`src/rtl/cnn_pkg.sv`:
```
// ---------------------------------------------------------------------------
// cnn_pkg
// Shared types and constants for the CNN convolution blocks.
//   N          : window / kernel edge length
//   FRAC_BITS  : fractional bits of the Q8.8 kernel weights
//   pixel_t    : 16-bit signed sample
//   window_t   : N x N array of pixel_t, row-major as [row][col]
//   acc_t      : 40-bit signed accumulator
//   state_t    : convolution FSM states
// ---------------------------------------------------------------------------
package cnn_pkg;

    localparam int N         = 5;
    localparam int FRAC_BITS = 8;
    localparam int PIX_W     = 16;
    localparam int ACC_W     = 40;

    typedef logic signed [PIX_W-1:0] pixel_t;
    typedef pixel_t [N-1:0][N-1:0]   window_t;
    typedef logic signed [ACC_W-1:0] acc_t;

    typedef enum logic [1:0] {
        IDLE = 2'd0,
        MAC  = 2'd1,
        DONE = 2'd2
    } state_t;

endpackage

```
`src/rtl/conv_mac_unit.sv`:
```
// ---------------------------------------------------------------------------
// conv_mac_unit
// Signed multiply-accumulate: 16x16 -> 32-bit product into a 40-bit acc.
// Ports:
//   clk, rst : clock, asynchronous active-high reset (clears the acc)
//   clr      : synchronous clear of the accumulator (wins over en)
//   en       : add a_in*b_in into the accumulator on this edge
//   a_in     : pixel operand (signed)
//   b_in     : Q8.8 weight operand (signed)
//   acc      : running sum including the pair currently on a_in/b_in, so
//              the caller can capture the full total on the same edge that
//              consumes the last pair
// ---------------------------------------------------------------------------
module conv_mac_unit
    import cnn_pkg::*;
(
    input  logic   clk,
    input  logic   rst,
    input  logic   clr,
    input  logic   en,
    input  pixel_t a_in,
    input  pixel_t b_in,
    output acc_t   acc
);

    logic signed [31:0] prod;
    acc_t               acc_d;
    acc_t               acc_q;

    always_comb begin
        prod  = 32'(a_in) * 32'(b_in);
        acc   = acc_q + ACC_W'(prod);
        acc_d = acc_q;
        if (clr) begin
            acc_d = '0;
        end else if (en) begin
            acc_d = acc;
        end
    end

    always_ff @(posedge clk or posedge rst) begin
        if (rst) begin
            acc_q <= '0;
        end else begin
            acc_q <= acc_d;
        end
    end

endmodule

```
`src/rtl/conv_5x5_mac.sv`:
```
// ---------------------------------------------------------------------------
// conv_5x5_mac
// Sequential N x N convolution: one multiply-accumulate per clock, result
// scaled from Q8.8, saturated to 16 bits and handed to the pooling stage.
// Ports:
//   clk        : rising-edge clock
//   rst        : asynchronous active-high reset
//   start      : level request, sampled only in IDLE
//   window_in  : N x N signed image window, row-major
//   kernel_in  : N x N signed Q8.8 kernel weights
//   pixel_out  : saturated convolution result (held until the next job)
//   finish     : high while pixel_out holds a fresh result (DONE state)
//   busy       : high while the MAC loop is running
// Build option:
//   CONV_RELU_EN : when defined, negative results are clamped to 0.
// Timing: start sampled at E0, products idx 0..N*N-1 consumed on E1..E(N*N),
// finish rises on E(N*N).
// ---------------------------------------------------------------------------
module conv_5x5_mac
    import cnn_pkg::*;
#(
    parameter int N         = cnn_pkg::N,        // must match cnn_pkg::N (port types)
    parameter int FRAC_BITS = cnn_pkg::FRAC_BITS
) (
    input  logic    clk,
    input  logic    rst,
    input  logic    start,
    input  window_t window_in,
    input  window_t kernel_in,
    output pixel_t  pixel_out,
    output logic    finish,
    output logic    busy
);

    localparam int               IDX_W    = $clog2(N * N);
    localparam int               RC_W     = $clog2(N);
    localparam logic [IDX_W-1:0] LAST_IDX = IDX_W'(N * N - 1);
    localparam acc_t             SAT_MAX  = 40'sd32767;
    localparam acc_t             SAT_MIN  = -40'sd32768;

    // Scale the Q8.8 sum back to integer and clip into 16 bits.
    function automatic pixel_t saturate(input acc_t v);
        acc_t s;
        s = v >>> FRAC_BITS;
        if (s > SAT_MAX) begin
            return pixel_t'(SAT_MAX[PIX_W-1:0]);
        end else if (s < SAT_MIN) begin
            return pixel_t'(SAT_MIN[PIX_W-1:0]);
        end
        return pixel_t'(s[PIX_W-1:0]);
    endfunction

`ifdef CONV_RELU_EN
    function automatic pixel_t relu(input pixel_t v);
        return v[PIX_W-1] ? '0 : v;
    endfunction
`endif

    state_t           state_q, state_d;
    logic [IDX_W-1:0] idx_q, idx_d;
    logic             finish_q, finish_d;
    pixel_t           pixel_q, pixel_d;
    window_t          window_q, window_d;
    window_t          kernel_q, kernel_d;

    logic [RC_W-1:0]  row, col;
    pixel_t           op_a, op_b;
    logic             mac_clr, mac_en;
    acc_t             mac_acc;
    pixel_t           result;

    // Operand select from the captured window/kernel.
    always_comb begin
        row  = RC_W'(idx_q / IDX_W'(N));
        col  = RC_W'(idx_q % IDX_W'(N));
        op_a = window_q[row][col];
        op_b = kernel_q[row][col];
    end

    conv_mac_unit u_mac (
        .clk  (clk),
        .rst  (rst),
        .clr  (mac_clr),
        .en   (mac_en),
        .a_in (op_a),
        .b_in (op_b),
        .acc  (mac_acc)
    );

    // Post-processing of the final sum.
    always_comb begin
`ifdef CONV_RELU_EN
        result = relu(saturate(mac_acc));
`else
        result = saturate(mac_acc);
`endif
    end

    always_comb begin
        state_d  = state_q;
        idx_d    = idx_q;
        finish_d = finish_q;
        pixel_d  = pixel_q;
        window_d = window_q;
        kernel_d = kernel_q;
        mac_clr  = 1'b0;
        mac_en   = 1'b0;
        case (state_q)
            IDLE: begin
                if (start) begin
                    window_d = window_in;
                    kernel_d = kernel_in;
                    mac_clr  = 1'b1;
                    idx_d    = '0;
                    state_d  = MAC;
                end
            end
            MAC: begin
                // start is deliberately ignored here: a job always completes.
                mac_en = 1'b1;
                idx_d  = idx_q + IDX_W'(1);
                if (idx_q == LAST_IDX) begin
                    pixel_d  = result;
                    finish_d = 1'b1;
                    idx_d    = '0;
                    state_d  = DONE;
                end
            end
            DONE: begin
                // Holding start keeps the result presented; a new job needs
                // start low for one edge so we pass back through IDLE.
                if (!start) begin
                    finish_d = 1'b0;
                    state_d  = IDLE;
                end
            end
            default: begin
                state_d  = IDLE;
                finish_d = 1'b0;
            end
        endcase
    end

    always_ff @(posedge clk or posedge rst) begin
        if (rst) begin
            state_q  <= IDLE;
            idx_q    <= '0;
            finish_q <= 1'b0;
            pixel_q  <= '0;
        end else begin
            state_q  <= state_d;
            idx_q    <= idx_d;
            finish_q <= finish_d;
            pixel_q  <= pixel_d;
        end
    end

    // Operand capture needs no reset: it is only read after a start load.
    always_ff @(posedge clk) begin
        window_q <= window_d;
        kernel_q <= kernel_d;
    end

    assign pixel_out = pixel_q;
    assign finish    = finish_q;
    assign busy      = (state_q == MAC);

endmodule

```
`config.mk`:
```
export PLATFORM = sky130hd
export DESIGN_NAME = conv_5x5_mac
export DESIGN_NICKNAME = d
export VERILOG_FILES = /design/src/rtl/cnn_pkg.sv /design/src/rtl/conv_mac_unit.sv /design/src/rtl/conv_5x5_mac.sv
export SDC_FILE = /design/constraint.sdc
export NUM_CORES = 2
export LEC_CHECK = 0
export CORE_AREA = 2 2 322 324
export DETAILED_ROUTE_END_ITERATION = 10
export DIE_AREA = 0 0 324 326
export PLACE_DENSITY = 0.8
export REMOVE_ABC_BUFFERS = 1
export SYNTH_ARGS = -nofsm -noshare
export SYNTH_HDL_FRONTEND = slang
export SYNTH_SLANG_ARGS = --single-unit
```
`constraint.sdc`:
```
create_clock -name clk -period 64.2 [get_ports clk]
set_input_delay 19.26 -clock clk [delete_from_list [all_inputs] [get_ports clk]]
set_output_delay 19.26 -clock clk [all_outputs]
set_load 0.05 [all_outputs]
```
== Yosys cells after proc, flatten, opt, wreduce, memory -nomap -nowiden ==
Cells that the tools add are included.
Widths: inputs -> output; s select.

* Add/sub/neg operators: 2
* $mul: 1
* Eq/ne operators: 6
* Order comparisons: 4
* Reduce and logical (&&, ||, !) cells: 8
* Bitwise operators: 1
* Muxes and demuxes: 28
* Divide/modulo/power cells: 2

{| class="wikitable"
|+ Operators with widths
! operator !! number
|-
| $bmux 80 s3 || 2
|-
| $mux 80 || 2
|-
| $bmux 16 s3 || 2
|-
| $mux 16 || 5
|-
| $mux 40 || 2
|-
| $add 40x32->40 || 1
|-
| $gt 32x16->1 const B || 1
|-
| $lt 32x16->1 const B || 1
|-
| $mul 16x16->32 || 1
|-
| $mux 5 || 2
|-
| $pmux 5 s2 || 1
|-
| $lt 3x4->1 const B || 2
|-
| $mux 1 || 7
|-
| $mux 2 || 3
|-
| $pmux 2 s3 || 1
|-
| $reduce_and 2->1 || 3
|-
| $reduce_and 3->1 || 2
|-
| $add 5x1->5 const B || 1
|-
| $div 5x3->5 const B || 1
|-
| $eq 5x5->1 const B || 1
|-
| $mod 5x3->5 const B || 1
|-
| $ne 2x2->1 const B || 2
|-
| $reduce_bool 2->1 || 2
|-
| $pmux 1 s3 || 1
|-
| 5 further kinds || 5
|}

* Input bits: 803
* Word-level logic and storage cells: 107
* Bits in registers: 864

== Logic depth before layout (Yosys ltp) ==
* Depth after elaboration: 11
* Gate-level depth with buffers: 51

== Modules after synthesis ==
Synthesis repeated with hierarchy kept, for this count alone.

* Cell total of the unflattened synthesis: 3488
* Area total of the unflattened synthesis: 46408.3 um^2

{| class="wikitable"
|+ Modules (own cells, without submodules)
! module !! times used !! cells an instance !! area an instance (um^2)
|-
| conv_5x5_mac || 1 || 2010 || 32376.1
|-
| conv_mac_unit || 1 || 1478 || 14032.2
|}

== Worst setup path before layout ==
OpenSTA, ideal clock, no wires.

* Kind: in2reg
* Start point: in start
* End point: reg kernel_q[0] (netlist name) (enable)
* Arrival time: 41.476 ns
* Data required time: 62.724 ns
* Slack: 21.248 ns
* Setup time: 1.476 ns
* Cell stages on the path: 4
* Path through: nor2b_1 > nor2b_1 > clkbuf_1 > clkbuf_1

* Cells in the longest elaborated chain, start to end: 1

{| class="wikitable"
|+ RTL lines
! what !! line !! text
|-
| start: declaration || conv_5x5_mac.sv:27 || <nowiki>input logic start,</nowiki>
|-
| $reduce_and 2->1 (no line) || - ||
|-
| end signal: assignment || conv_5x5_mac.sv:161 || <nowiki>kernel_q <= kernel_d;</nowiki>
|-
| end: declaration || conv_5x5_mac.sv:64 || <nowiki>window_t kernel_q, kernel_d;</nowiki>
|}

No other way between the ends.
A chain may end at the register's enable or synchronous reset.

== Worst setup path in the final report ==
* Start point: in start
* End point: reg kernel_q[158] (netlist name) (enable)

The elaborated chain is that of the path after synthesis.

==> results.ini <==
[critical_path]
path_max_fanout = 204
required_ns = 64.49
arrival_ns = 24.45
setup.worst_path.class = in -> reg
endpoint_kind = flip-flop
reg2reg_slack_ns = 49.43
start_kind = input pin

[global_route]
grt_pass1_vias = 33100
grt_max_degree = 219
grtUsageTotal = 0.297
grt_pass1_wl_mm = 225
antenna_found_initial = 89
grt-ovfl-total = 0

[route]
ant_nets = 0
drt-vias-per-instance = 5.66
vias = 32800
drt_iter0_drc = 4174
totalWireLength_mm = 158
drt_first_pass_iters = 6
drc = 0
wire_per_inst_um = 27.3

[layout]
nNetsFinal = 5532
drive_gt1_frac = 0.0772
syn_to_final_growth_pct = 27.7
fin_cells = 5800
fin_util = 0.577

[sta]
finClkSkew_ns = 0.0304
hold_viol_final = 0
post-route-period-util = 0.376
fmax_ghz = 0.0414
tns_ns = 0
setup_viol = 0
slew-limit-headroom = 0.160
worstMarginPinSlew_ns = 1.26
fin_crit_ns = 24.16
rsz0062_at_grt = no
slew_violations = 0

[clock_tree]
cts.sinks = 864
postCtsSetupBuffers = 0
numCtsBuffers = 90
path_clk_slew_ns = 0.06
cts_max_path_buffers = 3
cts_tree = built
hold_buffers = 0
clk-insertion-delay-late_ns = 0.69
root_buffer = clkbuf_16
cts_resized = 0
htree_levels = 3

[yosys]
avgSynthCellArea_um2 = 13.3
ys.flop_type = edfxtp_1
yosys_warnings = 0
async_flop_share = 0.0741
synth-seq-cells = 864
synthCells = 3489
yosysSeqAreaShare = 0.553
ys_types = 89
synth_edf_count = 800
synth_area_um2 = 46400

[die]
dieArea_um2 = 106000
die_w_um = 324
core_area_um2 = 103000
start_util = 0.452
die_h_um = 326
ios = 821
rows = 118

[job]
maxCapViolations = 0

[placed_design]
dpl.cell_count = 5567
dpl.hpwl_mm = 119
portBuffers = 820
place_congestion = 0.981

[status]
status = finished clean

[worst_hold_path]
hold_path_class = reg -> reg

-- final cells by class --
class	count	area, µm²
Tap cell	1380	1730
Antenna cell	68	170
Clock inverter	63	538
Clock buffer	102	2340
Inverter	424	1590
Multi-Input combinational cell	2025	18500
Fill cell	7905	43400
Sequential cell	864	25600
Timing Repair Buffer	874	8650
-- metal layers --
| metal | GRT usage | vias up | share of wire | wire length (µm) |
|---|---|---|---|---|
| li1 | - | 14000 | - | - |
| met1 | 0.388 | 16300 | 0.37 | 58400 |
| met2 | 0.454 | 2137 | 0.46 | 73000 |
| met3 | 0.102 | 403 | 0.13 | 19900 |
| met4 | 0.126 | 40 | 0.042 | 6680 |
| met5 | 0 | - | 0.0015 | 239 |
-- stage by stage --
stage,hold WS [ns],worst slack (ns),instance area [µm²]
6_report,0.494,40.04,59200
5_1_grt,0.528,39.67,59100
4_1_cts,0.499,40.04,59000
3_5_place_dp,0.484,39.33,56100
3_3_place_gp,0.471,39.46,56100
2_1_floorplan,0.456,0.351,45600
-- cell usage after synthesis (all sizes together) (26+ instances only) --
master  count  area [µm²]
o21ai      94         474
o22ai      62         394
fa        331        6630
nand2     465        1750
inv       424        1590
nor2b      26         163
edfxtp    800       24000
nor2      187         717
ha        119        1490
clkbuf    121         454
mux2i      49         490
dfrtp      64        1600
a21oi     203        1020
a221o      60         601
buf        55         258
mux4       92        2080
-- state kept, by name, summed over array words and instances (netlist names) --
name,count
state_q,2
window_q,400
kernel_q,400
pixel_out,16
finish,1
idx_q,5
u_mac.acc_q,40
-- cell usage in the layout, fill, tap and decap left out, types with 21 or more instances in the layout --
cell type | Yosys | final
ha_1 | 119 | 119
dfrtp_1 | 64 | 63
nor3_1 | 21 | 21
nor2b_1 | 26 | 25
nand2b_1 | 24 | 23
nand3_1 | 22 | 22
clkdlybuf4s50_1 | 0 | 820
clkinv_2 | 0 | 23
nor2_1 | 185 | 182
buf_4 | 4 | 51
edfxtp_1 | 800 | 800
fa_1 | 331 | 331
o22ai_1 | 61 | 60
diode_2 | 0 | 68
nand2_1 | 464 | 462
a221o_1 | 60 | 60
a22oi_1 | 21 | 21
inv_1 | 422 | 421
o21ai_0 | 92 | 91
mux2i_1 | 49 | 49
o32ai_1 | 22 | 22
clkbuf_16 | 0 | 92
a21oi_1 | 202 | 201
mux4_2 | 91 | 91
-- path summary, 6_finish.rpt --
path	cells past startpoint	to	from
worst max-delay path	8	kernel_q[158]$_DFFE_PP_	start
worst min-delay path	2	pixel_out[15]$_DFFE_PP0P_	pixel_out[15]$_DFFE_PP0P_
worst max register to register	43	pixel_out[8]$_DFFE_PP0P_	idx_q[0]$_DFFE_PP0P_
worst min register to register	2	pixel_out[15]$_DFFE_PP0P_	pixel_out[15]$_DFFE_PP0P_
max in group asynchronous	3	idx_q[0]$_DFFE_PP0P_	rst
min in group asynchronous	3	pixel_out[8]$_DFFE_PP0P_	rst
-- worst max-delay path: stages --
cell	delay (ns)
clkdlybuf4s50_1	0.47
nor2b_1	0.23
nor2b_4	0.18
buf_4	0.77
buf_12	0.76
buf_4	0.80
buf_4	0.91
buf_4	0.76
-- cells by family (layout without fill, tap and decap cells) --
| group | Yosys count | count (layout) | share of synthesized area |
|---|---|---|---|
| compound gates | 590 | 590 | 0.0855 |
| xor+xnor | 38 | 38 | 0.00767 |
| fa+ha+maj | 452 | 452 | 0.175 |
| buf+inv | 600 | 1463 | 0.0497 |
| flops | 864 | 864 | 0.553 |
| mux | 142 | 142 | 0.0556 |
| other cells | 0 | 68 | 0 |
| simple gates | 803 | 803 | 0.0733 |
Power is not shown: default switching activity piles up to over one toggle a cycle in this logic, so the estimate is an artifact.
